--- src/rtl/psum_accum_pkg.sv ---
// Shared types and default widths for the partial-sum accumulator and its lanes.
// Holds the controller state encoding and the OP SRAM address width.
package psum_accum_pkg;
  localparam int COL_DEF     = 8;
  localparam int PSUM_BW_DEF = 16;
  localparam int ACC_BW_DEF  = 20;
  localparam int OP_AW       = 9;

  typedef enum logic [2:0] {
    ST_IDLE,
    ST_READ,
    ST_LAST,
    ST_WRITE,
    ST_DONE
  } state_t;
endpackage

--- src/rtl/psum_lane_sat.sv ---
// One lane: sign-extending accumulator plus signed saturation to PSUM_BW, and
// zeroing of negative results when PSUM_ACCUM_RELU_EN is defined. Result is combinational on the accumulator.
module psum_lane_sat
  import psum_accum_pkg::*;
#(
  parameter int PSUM_BW = PSUM_BW_DEF,
  parameter int ACC_BW  = ACC_BW_DEF
) (
  input  logic               clk,
  input  logic               reset,
  input  logic               clr,
  input  logic               add_en,
  input  logic [PSUM_BW-1:0] din,
  output logic [PSUM_BW-1:0] dout
);

  logic [ACC_BW-1:0]         acc_q, acc_d;
  logic [ACC_BW-PSUM_BW:0]   top_bits;
  logic [PSUM_BW-1:0]        sat;

  always_comb begin
    acc_d = acc_q;
    if (clr) begin
      acc_d = '0;
    end else if (add_en) begin
      acc_d = acc_q + {{(ACC_BW-PSUM_BW){din[PSUM_BW-1]}}, din};
    end
  end

  always_ff @(posedge clk or negedge reset) begin
    if (!reset) begin
      acc_q <= '0;
    end else begin
      acc_q <= acc_d;
    end
  end

  // In range only when every bit above the PSUM sign bit matches it.
  assign top_bits = acc_q[ACC_BW-1:PSUM_BW-1];

  always_comb begin
    sat = acc_q[PSUM_BW-1:0];
    if (top_bits != '0 && top_bits != '1) begin
      sat = acc_q[ACC_BW-1] ? {1'b1, {(PSUM_BW-1){1'b0}}} : {1'b0, {(PSUM_BW-1){1'b1}}};
    end
`ifdef PSUM_ACCUM_RELU_EN
    dout = sat[PSUM_BW-1] ? '0 : sat;
`else
    dout = sat;
`endif
  end

endmodule

--- src/rtl/psum_accum.sv ---
// Sums P partial-sum words per output vector from OP SRAM and writes the saturated result back (PSUM_ACCUM_RELU_EN zeroes negatives).
// Latency: P+2 cycles per output, done pulses num_out*(P+2)+1 cycles after start; no backpressure, SRAM accepts every cycle.
module psum_accum
  import psum_accum_pkg::*;
#(
  parameter int COL     = COL_DEF,
  parameter int PSUM_BW = PSUM_BW_DEF,
  parameter int ACC_BW  = ACC_BW_DEF
) (
  input  logic                   clk,
  input  logic                   reset,
  input  logic                   start,
  input  logic [5:0]             num_out,
  input  logic [3:0]             num_pass,
  input  logic [OP_AW-1:0]       src_base,
  input  logic [OP_AW-1:0]       pass_stride,
  input  logic [OP_AW-1:0]       dst_base,
  output logic                   busy,
  output logic                   done,
  input  logic [COL*PSUM_BW-1:0] OP_q,
  output logic [COL*PSUM_BW-1:0] OP_d,
  output logic [OP_AW-1:0]       OP_addr,
  output logic                   OP_cen,
  output logic                   OP_wen
);

  state_t           state_q, state_d;
  logic [5:0]       num_out_q, num_out_d;
  logic [3:0]       num_pass_q, num_pass_d;
  logic [OP_AW-1:0] src_base_q, src_base_d;
  logic [OP_AW-1:0] stride_q, stride_d;
  logic [OP_AW-1:0] dst_base_q, dst_base_d;
  logic [3:0]       pass_q, pass_d;
  logic [5:0]       out_q, out_d;
  logic             rd_vld_q, rd_vld_d;

  logic [OP_AW-1:0]       rd_addr, wr_addr;
  logic [COL*PSUM_BW-1:0] lane_sat;
  logic                   acc_clr;

  // 9-bit arithmetic gives the modulo-512 wrap for free.
  assign rd_addr = src_base_q + (OP_AW'(pass_q) * stride_q) + OP_AW'(out_q);
  assign wr_addr = dst_base_q + OP_AW'(out_q);

  always_comb begin
    state_d    = state_q;
    num_out_d  = num_out_q;
    num_pass_d = num_pass_q;
    src_base_d = src_base_q;
    stride_d   = stride_q;
    dst_base_d = dst_base_q;
    pass_d     = pass_q;
    out_d      = out_q;
    rd_vld_d   = (state_q == ST_READ);
    case (state_q)
      ST_IDLE: begin
        if (start) begin
          num_out_d  = num_out;
          num_pass_d = (num_pass == 4'd0) ? 4'd1 : num_pass;
          src_base_d = src_base;
          stride_d   = pass_stride;
          dst_base_d = dst_base;
          pass_d     = '0;
          out_d      = '0;
          state_d    = (num_out == 6'd0) ? ST_DONE : ST_READ;
        end
      end
      ST_READ: begin
        if (pass_q == num_pass_q - 4'd1) begin
          pass_d  = '0;
          state_d = ST_LAST;
        end else begin
          pass_d = pass_q + 4'd1;
        end
      end
      ST_LAST:  state_d = ST_WRITE;
      ST_WRITE: begin
        if (out_q == num_out_q - 6'd1) begin
          state_d = ST_DONE;
        end else begin
          out_d   = out_q + 6'd1;
          state_d = ST_READ;
        end
      end
      ST_DONE:  state_d = ST_IDLE;
      default:  state_d = ST_IDLE;
    endcase
  end

  always_ff @(posedge clk or negedge reset) begin
    if (!reset) begin
      state_q    <= ST_IDLE;
      num_out_q  <= '0;
      num_pass_q <= '0;
      src_base_q <= '0;
      stride_q   <= '0;
      dst_base_q <= '0;
      pass_q     <= '0;
      out_q      <= '0;
      rd_vld_q   <= 1'b0;
    end else begin
      state_q    <= state_d;
      num_out_q  <= num_out_d;
      num_pass_q <= num_pass_d;
      src_base_q <= src_base_d;
      stride_q   <= stride_d;
      dst_base_q <= dst_base_d;
      pass_q     <= pass_d;
      out_q      <= out_d;
      rd_vld_q   <= rd_vld_d;
    end
  end

  // Clearing in IDLE/WRITE means every READ entry starts from zero.
  assign acc_clr = (state_q == ST_IDLE) || (state_q == ST_WRITE);

  for (genvar g = 0; g < COL; g++) begin : g_lane
    psum_lane_sat #(
      .PSUM_BW(PSUM_BW),
      .ACC_BW (ACC_BW)
    ) u_lane (
      .clk   (clk),
      .reset (reset),
      .clr   (acc_clr),
      .add_en(rd_vld_q),
      .din   (OP_q[g*PSUM_BW +: PSUM_BW]),
      .dout  (lane_sat[g*PSUM_BW +: PSUM_BW])
    );
  end

  always_comb begin
    busy    = (state_q != ST_IDLE);
    done    = (state_q == ST_DONE);
    OP_cen  = 1'b1;
    OP_wen  = 1'b1;
    OP_addr = '0;
    OP_d    = '0;
    if (state_q == ST_READ) begin
      OP_cen  = 1'b0;
      OP_addr = rd_addr;
    end else if (state_q == ST_WRITE) begin
      OP_cen  = 1'b0;
      OP_wen  = 1'b0;
      OP_addr = wr_addr;
      OP_d    = lane_sat;
    end
  end

endmodule
--- config.mk ---
export PLATFORM = sky130hd
export DESIGN_NAME = psum_accum
export DESIGN_NICKNAME = d
export VERILOG_FILES = /design/src/rtl/psum_accum_pkg.sv /design/src/rtl/psum_lane_sat.sv /design/src/rtl/psum_accum.sv
export SDC_FILE = /design/constraint.sdc
export NUM_CORES = 1
export LEC_CHECK = 0
export BUFFER_PORTS_ARGS = -buffer_cell sky130_fd_sc_hd__clkbuf_2
export CAP_MARGIN = 20
export CORE_ASPECT_RATIO = 1.4
export CORE_UTILIZATION = 50
export DETAILED_ROUTE_END_ITERATION = 16
export GPL_TIMING_DRIVEN = 0
export PLACE_DENSITY = 0.71
export SYNTH_ARGS = -nofsm -noshare
export SYNTH_HDL_FRONTEND = slang
export SYNTH_HIERARCHICAL = 1
export SYNTH_SLANG_ARGS = --single-unit
--- constraint.sdc ---
create_clock -name clk -period 7.8 [get_ports clk]
set_input_delay 0.39 -clock clk [delete_from_list [all_inputs] [get_ports clk]]
set_output_delay 0.39 -clock clk [all_outputs]
set_load 0.005 [all_outputs]
* Word level (Yosys, flattened, before mapping) *
Cells that the tools add are included.

word-level totals
  output and inout port bits = 141
  input bits = 168
  word-level logic and storage cells = 129
  bits in registers = 211

cells by class
  reductions and logical operators = 28
  equality and inequality tests = 17
  $mul = 1
  muxes and demuxes = 51
  $add $sub $neg = 15

operators with widths
  cell                                                                count
  20-bit 2-to-1 mux                                                   16
  128-bit 2-to-1 mux                                                  2
  16-bit 2-to-1 mux                                                   16
  20-bit adder                                                        8
  5-bit inequality test, second input constant                        8
  5-bit nonzero test                                                  8
  9-bit by 6-bit adder with 9-bit output                              2
  9-bit 2-to-1 mux                                                    2
  3-bit 2-to-1 mux                                                    4
  4-bit 2-to-1 mux                                                    3
  6-bit 2-to-1 mux                                                    2
  3-bit one-hot mux with 4 select lines                               1
  6-bit one-hot mux with 2 select lines                               1
  9-bit adder                                                         1
  4-bit by 9-bit multiplier with 9-bit output                         1
  1-bit logical AND                                                   8
  4-bit one-hot mux with 2 select lines                               1
  6-bit by 1-bit adder with 6-bit output, second input constant       1
  3-bit by 2-bit == test with 1-bit output, second input constant     2
  6-bit == test                                                       1
  6-bit zero test                                                     1
  2-bit AND reduction                                                 3
  2-bit nonzero test                                                  3
  6-bit by 1-bit subtractor with 6-bit output, second input constant  1
  13 further kinds                                                    16

* Depth between registers and ports, before layout *
Gate-level depths: netlist of run 1.

  depth in word-level cells = 5
  gate-level depth with buffers = 16
  depth with buffers taken out = 15

* Hierarchy *
Netlist of run 1, hierarchy kept.

modules (own cells, without submodules)
  module                                 times used  sequential area each (µm²)  area an instance (µm²)  cells an instance
  psum_lane_sat at g_lane[1].u_lane ...  7           500.5                       1960.6                  222
  psum_accum                             1           1276.2                      4709.5                  596
  psum_lane_sat at g_lane[0].u_lane      1           500.5                       2077.0                  243

* Worst setup path before layout of run 1 *
OpenSTA, ideal clock, no wires.

  kind = register -> output
  from = register pass_q[3]
  to = output port OP_addr[8]
  setup slack = 3.622 ns
  stages on the path, launching flop included = 14
  data arrival time = 3.788 ns
  data required time = 7.410 ns
  path buffers = 1
  cell sequence = dfrtp_1 -> clkbuf_1 -> nand2_1 -> fa_1 -> fa_1 -> fa_1 -> inv_1 -> fa_1 -> a21o_1 -> a21oi_1 -> o21ai_0 -> or3_1 -> mux2_2 -> o31ai_1

on the way
  longest elaborated chain between the ends = 4

ends and longest elaborated chain
  element                                      RTL line           text
  start: declaration                           psum_accum.sv:33   logic [3:0] pass_q, pass_d;
  start signal: assignment                     psum_accum.sv:108  pass_q <= pass_d;
  4-bit by 9-bit multiplier with 9-bit output  psum_accum.sv:42   assign rd_addr = src_base_q + (OP_AW'(pass_q) * stride_q) + OP_AW'(out_q);
  9-bit adder                                  psum_accum.sv:42
  9-bit by 6-bit adder with 9-bit output       psum_accum.sv:42
  9-bit 2-to-1 mux                             psum_accum.sv:138  if (state_q == ST_READ) begin
  end: declaration                             psum_accum.sv:22   output logic [OP_AW-1:0] OP_addr,

Every way passes these cells.

* Worst setup path in the final report of run 1 *
  from = register pass_q[0]
  to = output port OP_addr[8]

Same word-level chain as after synthesis.

==> results of run 1 <==
==> final timing paths <==
kind                                         start                                     to  cells past startpoint  slack, ns
max in group asynchronous                    reset                stride_q[1]$_DFFE_PN0P_                      3       6.52
min in group asynchronous                    reset  g_lane[2].u_lane/acc_q[2]$_DFFE_PN0P_                      2       0.38
min                                    src_base[5]              src_base_q[5]$_DFFE_PN0P_                      3       0.03
max reg2reg                 state_q[0]$_DFFE_PN0P_  g_lane[6].u_lane/acc_q[6]$_DFFE_PN0P_                      9       4.29
max                          pass_q[0]$_DFFE_PN0P_                             OP_addr[8]                     17       2.42
min reg2reg                stride_q[8]$_DFFE_PN0P_                stride_q[8]$_DFFE_PN0P_                      2       0.48
==> stage by stage <==
stage | power, mW | hold WS (ns) | area [µm²] | worst slack, ns
5_1_grt | 2.77 | 0.0315 | 23700 | 2.17
3_5_place_dp | 1.40 | 0.401 | 22800 | 2.98
6_report | 2.66 | 0.0284 | 23700 | 2.42
3_3_place_gp | 1.38 | 0.464 | 22700 | 1.85
2_1_floorplan | 1.28 | 0.0944 | 20500 | 3.62
4_1_cts | 2.69 | 0.00387 | 23700 | 2.38
==> cell families after synthesis <==
kind of cell,after synthesis,synth area share [%]
compound gates,706,25.3
buf+inv,237,4.52
flops,211,25.7
xor+xnor,110,4.70
simple gates,824,21.1
mux,99,4.89
fa+ha+maj,206,13.7
==> critical path: stages, from the launching register on <==
cell      delay, ns
dfrtp_1        0.45
clkbuf_1       0.36
nand2_1        0.13
fa_1           0.50
inv_1          0.04
ha_1           0.27
inv_1          0.05
fa_1           0.52
inv_1          0.04
ha_1           0.21
fa_1           0.40
a21o_1         0.18
a21oi_1        0.21
o21ai_0        0.17
or3_1          0.32
mux2_2         0.26
o31ai_1        0.12
clkbuf_2       0.19
==> power by group through the flow <==
stage	clock network (mW)	registers (mW)	logic (mW)
floorplan	0	1.12	0.161
global placement	0	1.12	0.263
detailed placement	0	1.12	0.276
CTS	1.32	1.10	0.278
global route	1.36	1.10	0.311
finish	1.28	1.10	0.278
==> synthesized netlist by cell type, types with 16 or more instances <==
library cell,instances,area [µm²]
a21oi_1,171,856
nand2b_1,31,194
fa_1,32,641
buf_1,23,86.3
o211ai_1,25,188
nand2_1,199,747
clkbuf_1,91,342
nor3_1,27,135
a31oi_1,19,119
and2_1,19,119
nand3b_1,38,285
inv_1,97,364
nor2_1,190,713
o21ai_1,29,145
nand3_1,35,175
ha_1,174,2180
xnor2_1,75,657
o21ai_0,59,295
o21a_1,16,120
o22ai_1,21,131
nand4_1,31,194
xor2_1,35,307
mux2i_1,90,901
and3_1,155,970
dfrtp_1,211,5280
a21o_1,174,1310
a211oi_2,17,213
buf_2,24,120
==> routing by layer <==
metal	routed length, µm	vias up	track usage, %
met5	0	-	0
met4	3240	0	15.5
met3	2680	169	3.27
met2	29300	585	48.7
met1	24700	9463	33.0
li1	-	9448	-
==> flip-flops by register name, indices dropped and copies added, names as in the netlist <==
name	count
dst_base_q	9
g_lane.u_lane/acc_q	160
num_out_q	6
num_pass_q	4
out_q	6
pass_q	4
rd_vld_q	1
src_base_q	9
state_q	3
stride_q	9
==> area by class of cell <==
type	instances	area, µm²
antenna	1	2.50
buffer	139	559
timing repair buffer	311	1620
inverter	98	368
multi-input combinational	1945	14300
tap	534	668
clock inverter	7	110
clock buffer	40	785
fill	3689	16700
sequential	211	5280
==> layout by cell type (no fill, tap or decap), types with 16 or more instances in the layout <==
master	synthesis	layout
a211oi_2	17	17
a21o_1	174	174
a21oi_1	171	171
a31oi_1	19	19
and2_1	19	19
and3_1	155	155
buf_1	23	23
buf_2	24	24
clkbuf_1	91	98
clkbuf_16	0	27
clkbuf_2	0	307
dfrtp_1	211	211
fa_1	32	32
ha_1	174	174
inv_1	97	97
mux2i_1	90	90
nand2_1	199	199
nand2b_1	31	31
nand3_1	35	35
nand3b_1	38	38
nand4_1	31	31
nor2_1	190	190
nor3_1	27	27
o211ai_1	25	25
o21a_1	16	16
o21ai_0	59	59
o21ai_1	29	29
o22ai_1	21	21
xnor2_1	75	75
xor2_1	35	35
==> repair_timing <==
item / in CTS / in global routing
gates resized for setup: 0 / 0
hold endpoints to repair: 50 / 0
hold buffers: 1 / 0
==> run summary, run 1 <==
Synth Flop Type = dfrtp_1
Max-cap violation count = 0
Fin nets = 3106
Worst EP required = 7.41 ns
Mean area per synthesized cell = 8.57 µm²
Placed cells = 3237
Boundary Pins = 309
Setup violations, final = 0
Die ar. = 41800 µm²
Routability congestion estimate = 0.949
Logic pwr share = 10.4%
DPL Wire Length = 46200 µm
Initial core utilization = 50.8%
Post-Synthesis Cells = 2393
Outcome = finished clean
Worst setup EP type = primary output
Via count = 19.7k
Clock share of power = 48.2%
Mapped cell area = 20500 µm²
Finished Layout Cells = 3286
Cell-internal power = 2.00 mW
Clk Latency, worst-skew pair = 0.55 ns
CP Max Fanout = 10
DRC = 0
Ratio of cells with drive above 1 in the final layout = 18.1%
Post-Route WL = 59900 µm
GR Util All Layers = 27.8%
Largest net degree at the start of global routing = 103
Row count = 87
GRT overflow = 0
First-pass GRT wire length = 96100 µm
EDFF count, synth = 0
Startpoint types = flop
Layout area overhead = 15.5%
Max-slew violation count = 0
Unrepaired setup endpoints after global routing = false
Switching part of the total power = 24.8%
Syn Nets = 2767
Seq/Total Area, Yosys = 25.7%
Maximum vdd drop = 0.000135 V
Clock sinks = 211
Initial antenna violation count = 1
Net Sw Power = 661 µW
Final-report hold violation count = 0
Hold Path Class = primary input to flop
Die Ht = 242 µm
Relative slew slack = 19.0%
Core area = 40400 µm²
CTS tree = yes
Clock skew = 0.0150 ns
Slew @ Worst Pin = 1.22 ns
DR iter-0 viols = 1134
Period Utilization, post-route = 69.0%
CP Class = flop to primary output
Die Width = 173 µm
Synth cell types = 84
Post-DRT Antenna Nets = 0
Clk root buf = clkbuf_16
DRT Pass-1 Iters = 5
Setup TNS = 0 ns
WL/cell = 18.2 µm
Post-CTS setup buffers = 0
H-tree levels = 1
Port Buffer Count = 308
Leakage = 13.9 nW
Max Fclk = 0.186 GHz
Pwr/cell area = 112 nW/µm²
Maximum clock path buffer count = 3
Min Tclk post-route = 5.38 ns
Synth warn = 6
CTS Buf Count = 26
Final core occ = 58.7%
Synth async-reset ratio = 100%
CTS clock-pin slew for the worst setup and hold paths = 0.06 ns
Share of power burned in registers = 41.4%
Vias/cell = 5.98
CP Data Arrival Time = 4.99 ns
FF+latch count, synth = 211
Number of global-route vias before repair = 19.3k
No activity file was read; power rests on OpenSTA's default activity.
==> run 2, diff against run 1 <==
- ABC_AREA: default -> 1
- clock period: 7.8 -> 5.5 ns (I/O delays scaled with it)
==> run 2 against run 1 <==
Compared with the run above: area after synthesis up 6.4%; synthesized cell count grew 45%; non-clock buffer count down 34; sequential cell count unchanged; core utilization grew 0.25 points; hold slack improved by 0.039 ns; combinational power grew to 29 times the previous value; sequential power grew 130%; first-iteration DRC count shrank 7.1%; register-to-register slack got worse by 1.8 ns; cell count up 35%; critical endpoint is now OP_addr[7]; largest cell class unchanged.
==> run summary, run 2 <==
Outcome = finished clean
Post-Route WL = 64800 µm
FF+latch count, synth = 211
Setup TNS = 0 ns
CP Class = flop to primary output
Synth async-reset ratio = 100%
Finished Layout Cells = 4427
Clock sinks = 211
GRT overflow = 0
DRT Pass-1 Iters = 5
Seq/Total Area, Yosys = 24.2%
Max Fclk = 0.204 GHz
Post-CTS setup buffers = 0
Min Tclk post-route = 4.90 ns
Startpoint types = flop
Boundary Pins = 309
Core area = 43100 µm²
EDFF count, synth = 0
Maximum clock path buffer count = 3
Unrepaired setup endpoints after global routing = false
Largest cells by area after synthesis = dfrtp_1 24%, nand2_1 19%, inv_1 10%
Clock skew = 0.0135 ns
Mean area per synthesized cell = 6.29 µm²
Clk Latency, worst-skew pair = 0.55 ns
WL/cell = 14.6 µm
Synth cell types = 39
Final Hold Slack = 0.0676 ns
Initial core utilization = 50.6%
Worst EP required = 5.22 ns
Top cells by count, synth = 1087 x nand2_1, 609 x inv_1, 305 x nor2_1
Maximum vdd drop = 0.000360 V
Number of global-route vias before repair = 22.4k
Vias/cell = 5.13
Routability congestion estimate = 0.963
Initial antenna violation count = 4
CP Data Arrival Time = 4.62 ns
First-pass GRT wire length = 105000 µm
Fin nets = 4225
Die Ht = 249 µm
CTS tree = yes
Relative slew slack = 32.7%
Worst setup EP type = primary output
Largest net degree at the start of global routing = 101
Syn Nets = 3847
Final core occ = 58.9%
Final-report hold violation count = 0
Die Width = 179 µm
Ratio of cells with drive above 1 in the final layout = 14.3%
Synth Flop Type = dfrtp_1
Synth area leader = dfrtp_1
Post-DRT Antenna Nets = 0
Synth warn = 6
Top cell type's share of synthesized area = 24.2%
Layout area overhead = 16.4%
Setup violations, final = 0
Die ar. = 44500 µm²
Max-slew violation count = 0
CP Max Fanout = 10
Mapped cell area = 21800 µm²
Placed cells = 4335
Hold Path Class = primary input to flop
Top-count cell post-synth = nand2_1
Clk root buf = clkbuf_16
Max reg flops = 160
H-tree levels = 1
Pwr/cell area = 493 nW/µm²
Setup slack, reg-to-reg = 2.46 ns
CTS clock-pin slew for the worst setup and hold paths = 0.06 ns
Via count = 22.7k
Commonest non-fill, non-tap cell in the layout = nand2_1
GR Util All Layers = 29.2%
Post-Synthesis Cells = 3473
Most frequent cells in the layout = 1087 x nand2_1, 609 x inv_1, 308 x clkbuf_2
Most flops, register = g_lane.u_lane/acc_q
DR iter-0 viols = 1053
DPL Wire Length = 51800 µm
Max-cap violation count = 0
CTS Buf Count = 27
Port Buffer Count = 308
DRC = 0
Leakage = 14.7 nW
Row count = 90
Slew @ Worst Pin = 1.01 ns
Period Utilization, post-route = 89.0%
Total power = 12.5 mW
[run 2: worst max-delay path, cell delays in order (launching register included)]
cell and delay (ns):
dfrtp_1 0.35, buf_2 0.19, clkbuf_1 0.47, nand2_1 0.10, inv_1 0.08, fa_1 0.43
fa_1 0.49, inv_1 0.06, fa_1 0.53, inv_1 0.05, ha_1 0.35, a21oi_1 0.14
nand2_1 0.09, nand2_1 0.06, nand2_1 0.05, nand2_1 0.05, nand2_1 0.06, o21ai_0 0.30
nand2_1 0.11, clkbuf_2 0.12
[run 2: where the power goes]
part	switching [mW]	total, mW	internal (mW)
clock	0.722	1.78	1.06
combinational	5.29	8.18	2.89
sequential	0.472	2.57	2.10
[run 2: what timing repair did]
item,CTS,global route
hold endpoints to repair,105,0
resized for setup,0,0
hold buffers,38,0
setup endpoints to repair,0,0
[run 2: final timing paths]
kind	from	cells after the start	to
worst max-delay path	pass_q[0]$_DFFE_PN0P_	19	OP_addr[7]
worst min-delay path	OP_q[0]	4	g_lane[0].u_lane/acc_q[0]$_DFFE_PN0P_
worst max register to register	state_q[2]$_DFFE_PN0P_	11	g_lane[6].u_lane/acc_q[6]$_DFFE_PN0P_
worst min register to register	dst_base_q[2]$_DFFE_PN0P_	2	dst_base_q[2]$_DFFE_PN0P_
max in group asynchronous	reset	3	num_pass_q[1]$_DFFE_PN0P_
min in group asynchronous	reset	2	g_lane[6].u_lane/acc_q[6]$_DFFE_PN0P_
[run 2: cell type report]
| type | count | area [µm²] |
|---|---|---|
| inverter | 625 | 2350 |
| timing repair buffer | 349 | 2000 |
| clock inverter | 9 | 103 |
| buffer | 67 | 415 |
| tap | 552 | 691 |
| clock buffer | 40 | 774 |
| fill | 4393 | 17700 |
| antenna | 4 | 10.0 |
| multi-input combinational | 2570 | 13800 |
| sequential | 211 | 5280 |
[run 2: cells by family (layout without fill, tap and decap cells)]
logic type	count (synthesis)	after routing	share of synthesized area [%]
AO/OA/AOI/OAI	504	504	12.3
AND/OR/NAND/NOR	1829	1829	36.7
XOR/XNOR	31	31	1.24
other	0	4	0
flip-flops	211	211	24.2
adder cells (fa/ha/maj)	206	206	12.9
buffers and inverters	692	1090	12.6
[run 2: per-stage QoR]
stage	cell area, µm²	setup slack [ns]
3_3_place_gp	24100	-0.420
2_1_floorplan	21800	1.86
3_5_place_dp	24100	1.22
5_1_grt	25400	0.346
6_report	25400	0.604
4_1_cts	25400	0.620
[run 2: metal layers]
metal	vias up	GRT usage [%]	wire (µm)
met1	10300	30.3	24400
met5	-	0	17
met3	176	4.62	3340
li1	11700	-	-
met4	2	15.0	3310
met2	574	55.2	33700
==> run 3, diff against run 2 <==
- BUFFER_PORTS_ARGS: -buffer_cell sky130_fd_sc_hd__clkbuf_2 -> -buffer_cell sky130_fd_sc_hd__buf_4
==> run 3 against run 2 <==
Compared with the run above: final area up 3.4%; global-route usage up 0.10 points; critical endpoint unchanged; combinational power up 2.6%; highest routed layer unchanged; clock skew down 0.00065 ns; die area unchanged; wire length up 0.23%; sequential cell count unchanged.
==> run summary, run 3 (same netlist as run 2, synthesis figures left out) <==
Outcome = finished clean
Hold Path Class = primary input to flop
Setup slack, reg-to-reg = 2.20 ns
First-pass GRT wire length = 105000 µm
Post-Route WL = 64900 µm
Row count = 90
CP Class = flop to primary output
Number of global-route vias before repair = 22.3k
CTS tree = yes
GRT overflow = 0
DRT Pass-1 Iters = 5
Slew @ Worst Pin = 1.16 ns
Critical Path Max Stage Delay = 0.53 ns
Cts repair resizes = 0
Worst EP required = 5.22 ns
Maximum vdd drop = 0.000396 V
Final Hold Slack = 0.0470 ns
DRC = 0
Port Buffer Count = 308
Setup violations, final = 0
Period Utilization, post-route = 89.9%
Relative slew slack = 22.2%
WL/cell = 14.7 µm
DPL Wire Length = 51800 µm
Clock sinks = 211
Setup ws final = 0.554 ns
H-tree levels = 1
Routability congestion estimate = 0.982
Maximum clock path buffer count = 3
DR iter-0 viols = 817
Crit path cell chain = buf_2 -> clkbuf_1 -> nand2_1 -> inv_1 -> fa_1 -> fa_1 -> inv_1 -> fa_1 -> inv_1 -> ha_1 -> a21oi_1 -> nand2_1 -> nand2_1 -> nand2_1 -> nand2_1 -> nand2_1 -> o21ai_0 -> nand2_1 -> buf_4
Final-report hold violation count = 0
CP Max Fanout = 10
Max-cap violation count = 0
Initial core utilization = 50.6%
Startpoint types = flop
CP Launch Point = pass_q[0]$_DFFE_PN0P_
Boundary Pins = 309
Ratio of cells with drive above 1 in the final layout = 14.4%
Filler cells = 4327
Crit path top cell by count = nand2_1
Slowest stage cell on the critical path = fa_1
Worst setup EP type = primary output
Post-CTS setup buffers = 0
CTS clock-pin slew for the worst setup and hold paths = 0.06 ns
Worst Reg2Reg Path Length in Cells = 9
Post-route cell area = 26300 µm²
Layout area overhead = 20.4%
CTS Buf Count = 28
Max-slew violation count = 0
Total power = 13.0 mW
R2r startpoint = state_q[0]$_DFFE_PN0P_
CP Data Arrival Time = 4.67 ns
Pwr/cell area = 495 nW/µm²
Most frequent cells in the layout = 1087 x nand2_1, 609 x inv_1, 309 x buf_4
Clk root buf = clkbuf_16
Largest net degree at the start of global routing = 111
Core area = 43100 µm²
Unrepaired setup endpoints after global routing = false
Fin nets = 4224
Post-DRT Antenna Nets = 0
Setup TNS = 0 ns
Die ar. = 44500 µm²
Pre-CTS setup slack = 1.18 ns
Commonest non-fill, non-tap cell in the layout = nand2_1
Clock skew = 0.0128 ns
Initial antenna violation count = 4
Most flops, register = g_lane.u_lane/acc_q
Worst r2r dst = g_lane[4].u_lane/acc_q[5]$_DFFE_PN0P_
Die Ht = 249 µm
Die Width = 179 µm
Max reg flops = 160
Min Tclk post-route = 4.95 ns
Vias/cell = 5.10
Max Fclk = 0.202 GHz
Via count = 22.6k
Leakage = 15.0 nW
Critical path capture point = OP_addr[7]
Clk Latency, worst-skew pair = 0.57 ns
Post-DP Area = 24900 µm²
GR Util All Layers = 29.3%
[run 3: layer usage]
metal / global-route usage (%) / vias up / routed length, µm
met1: 30.7 / 10200 / 24400
met5: 0 / - / 17
met3: 4.30 / 180 / 3120
li1: - / 11700 / -
met4: 15.2 / 2 / 3470
met2: 55.2 / 514 / 33900
[run 3: area by class of cell]
| class | count | area (µm²) | area share [%] |
|---|---|---|---|
| diodes | 3 | 7.51 | 0.0286 |
| plain buffers | 67 | 415 | 1.58 |
| clock buffers | 39 | 823 | 3.13 |
| clock inverters | 13 | 195 | 0.743 |
| inverters | 625 | 2350 | 8.93 |
| multi-input cells | 2570 | 13800 | 52.5 |
| flip-flops and latches | 211 | 5280 | 20.1 |
| well taps | 552 | 691 | 2.63 |
| repair buffers | 347 | 2730 | 10.4 |
[run 3: power by group]
part	total (mW)	internal, mW	switching [mW]
Clock	2.04	1.27	0.765
Sequential	2.56	2.10	0.469
Combinational	8.39	3.09	5.30
[run 3: worst min-delay path by stage]
stage	startpoint	endpoint	slack, ns	cells past startpoint
finish	OP_q[80]	g_lane[5].u_lane/acc_q[0]$_DFFE_PN0P_	0.05	4
global route	OP_q[80]	g_lane[5].u_lane/acc_q[0]$_DFFE_PN0P_	0.04	4
CTS	OP_q[80]	g_lane[5].u_lane/acc_q[0]$_DFFE_PN0P_	0.01	4
detailed placement	reset	g_lane[6].u_lane/acc_q[6]$_DFFE_PN0P_	0.38	1
global placement	src_base_q[6]$_DFFE_PN0P_	src_base_q[6]$_DFFE_PN0P_	0.46	2
floorplan	reset	dst_base_q[0]$_DFFE_PN0P_	-0.02	0
[run 3: worst max-delay path, delay by kind of cell (launching register included)]
family                     cells  cell delay, ns
adders and majority gates      4            1.79
DFF                            1            0.35
AOI/OAI and AO/OA              2            0.46
buffers and inverters          6            0.98
and+or+nand+nor                7            0.52
[run 3: metrics by stage]
| step | util, % | instances |
|---|---|---|
| 5_1_grt | 60.9 | 4427 |
| 3_3_place_gp | 57.6 | 4333 |
| 4_1_cts | 60.9 | 4424 |
| 6_report | 60.9 | 4427 |
| 2_1_floorplan | - | 3473 |
| 3_5_place_dp | 57.7 | 4334 |
[run 3: timing repair]
action / 4_1_cts / 5_1_grt
setup endpoints to repair: 0 / 0
hold buffers: 38 / 0
endpoints found under the hold margin: 138 / 0
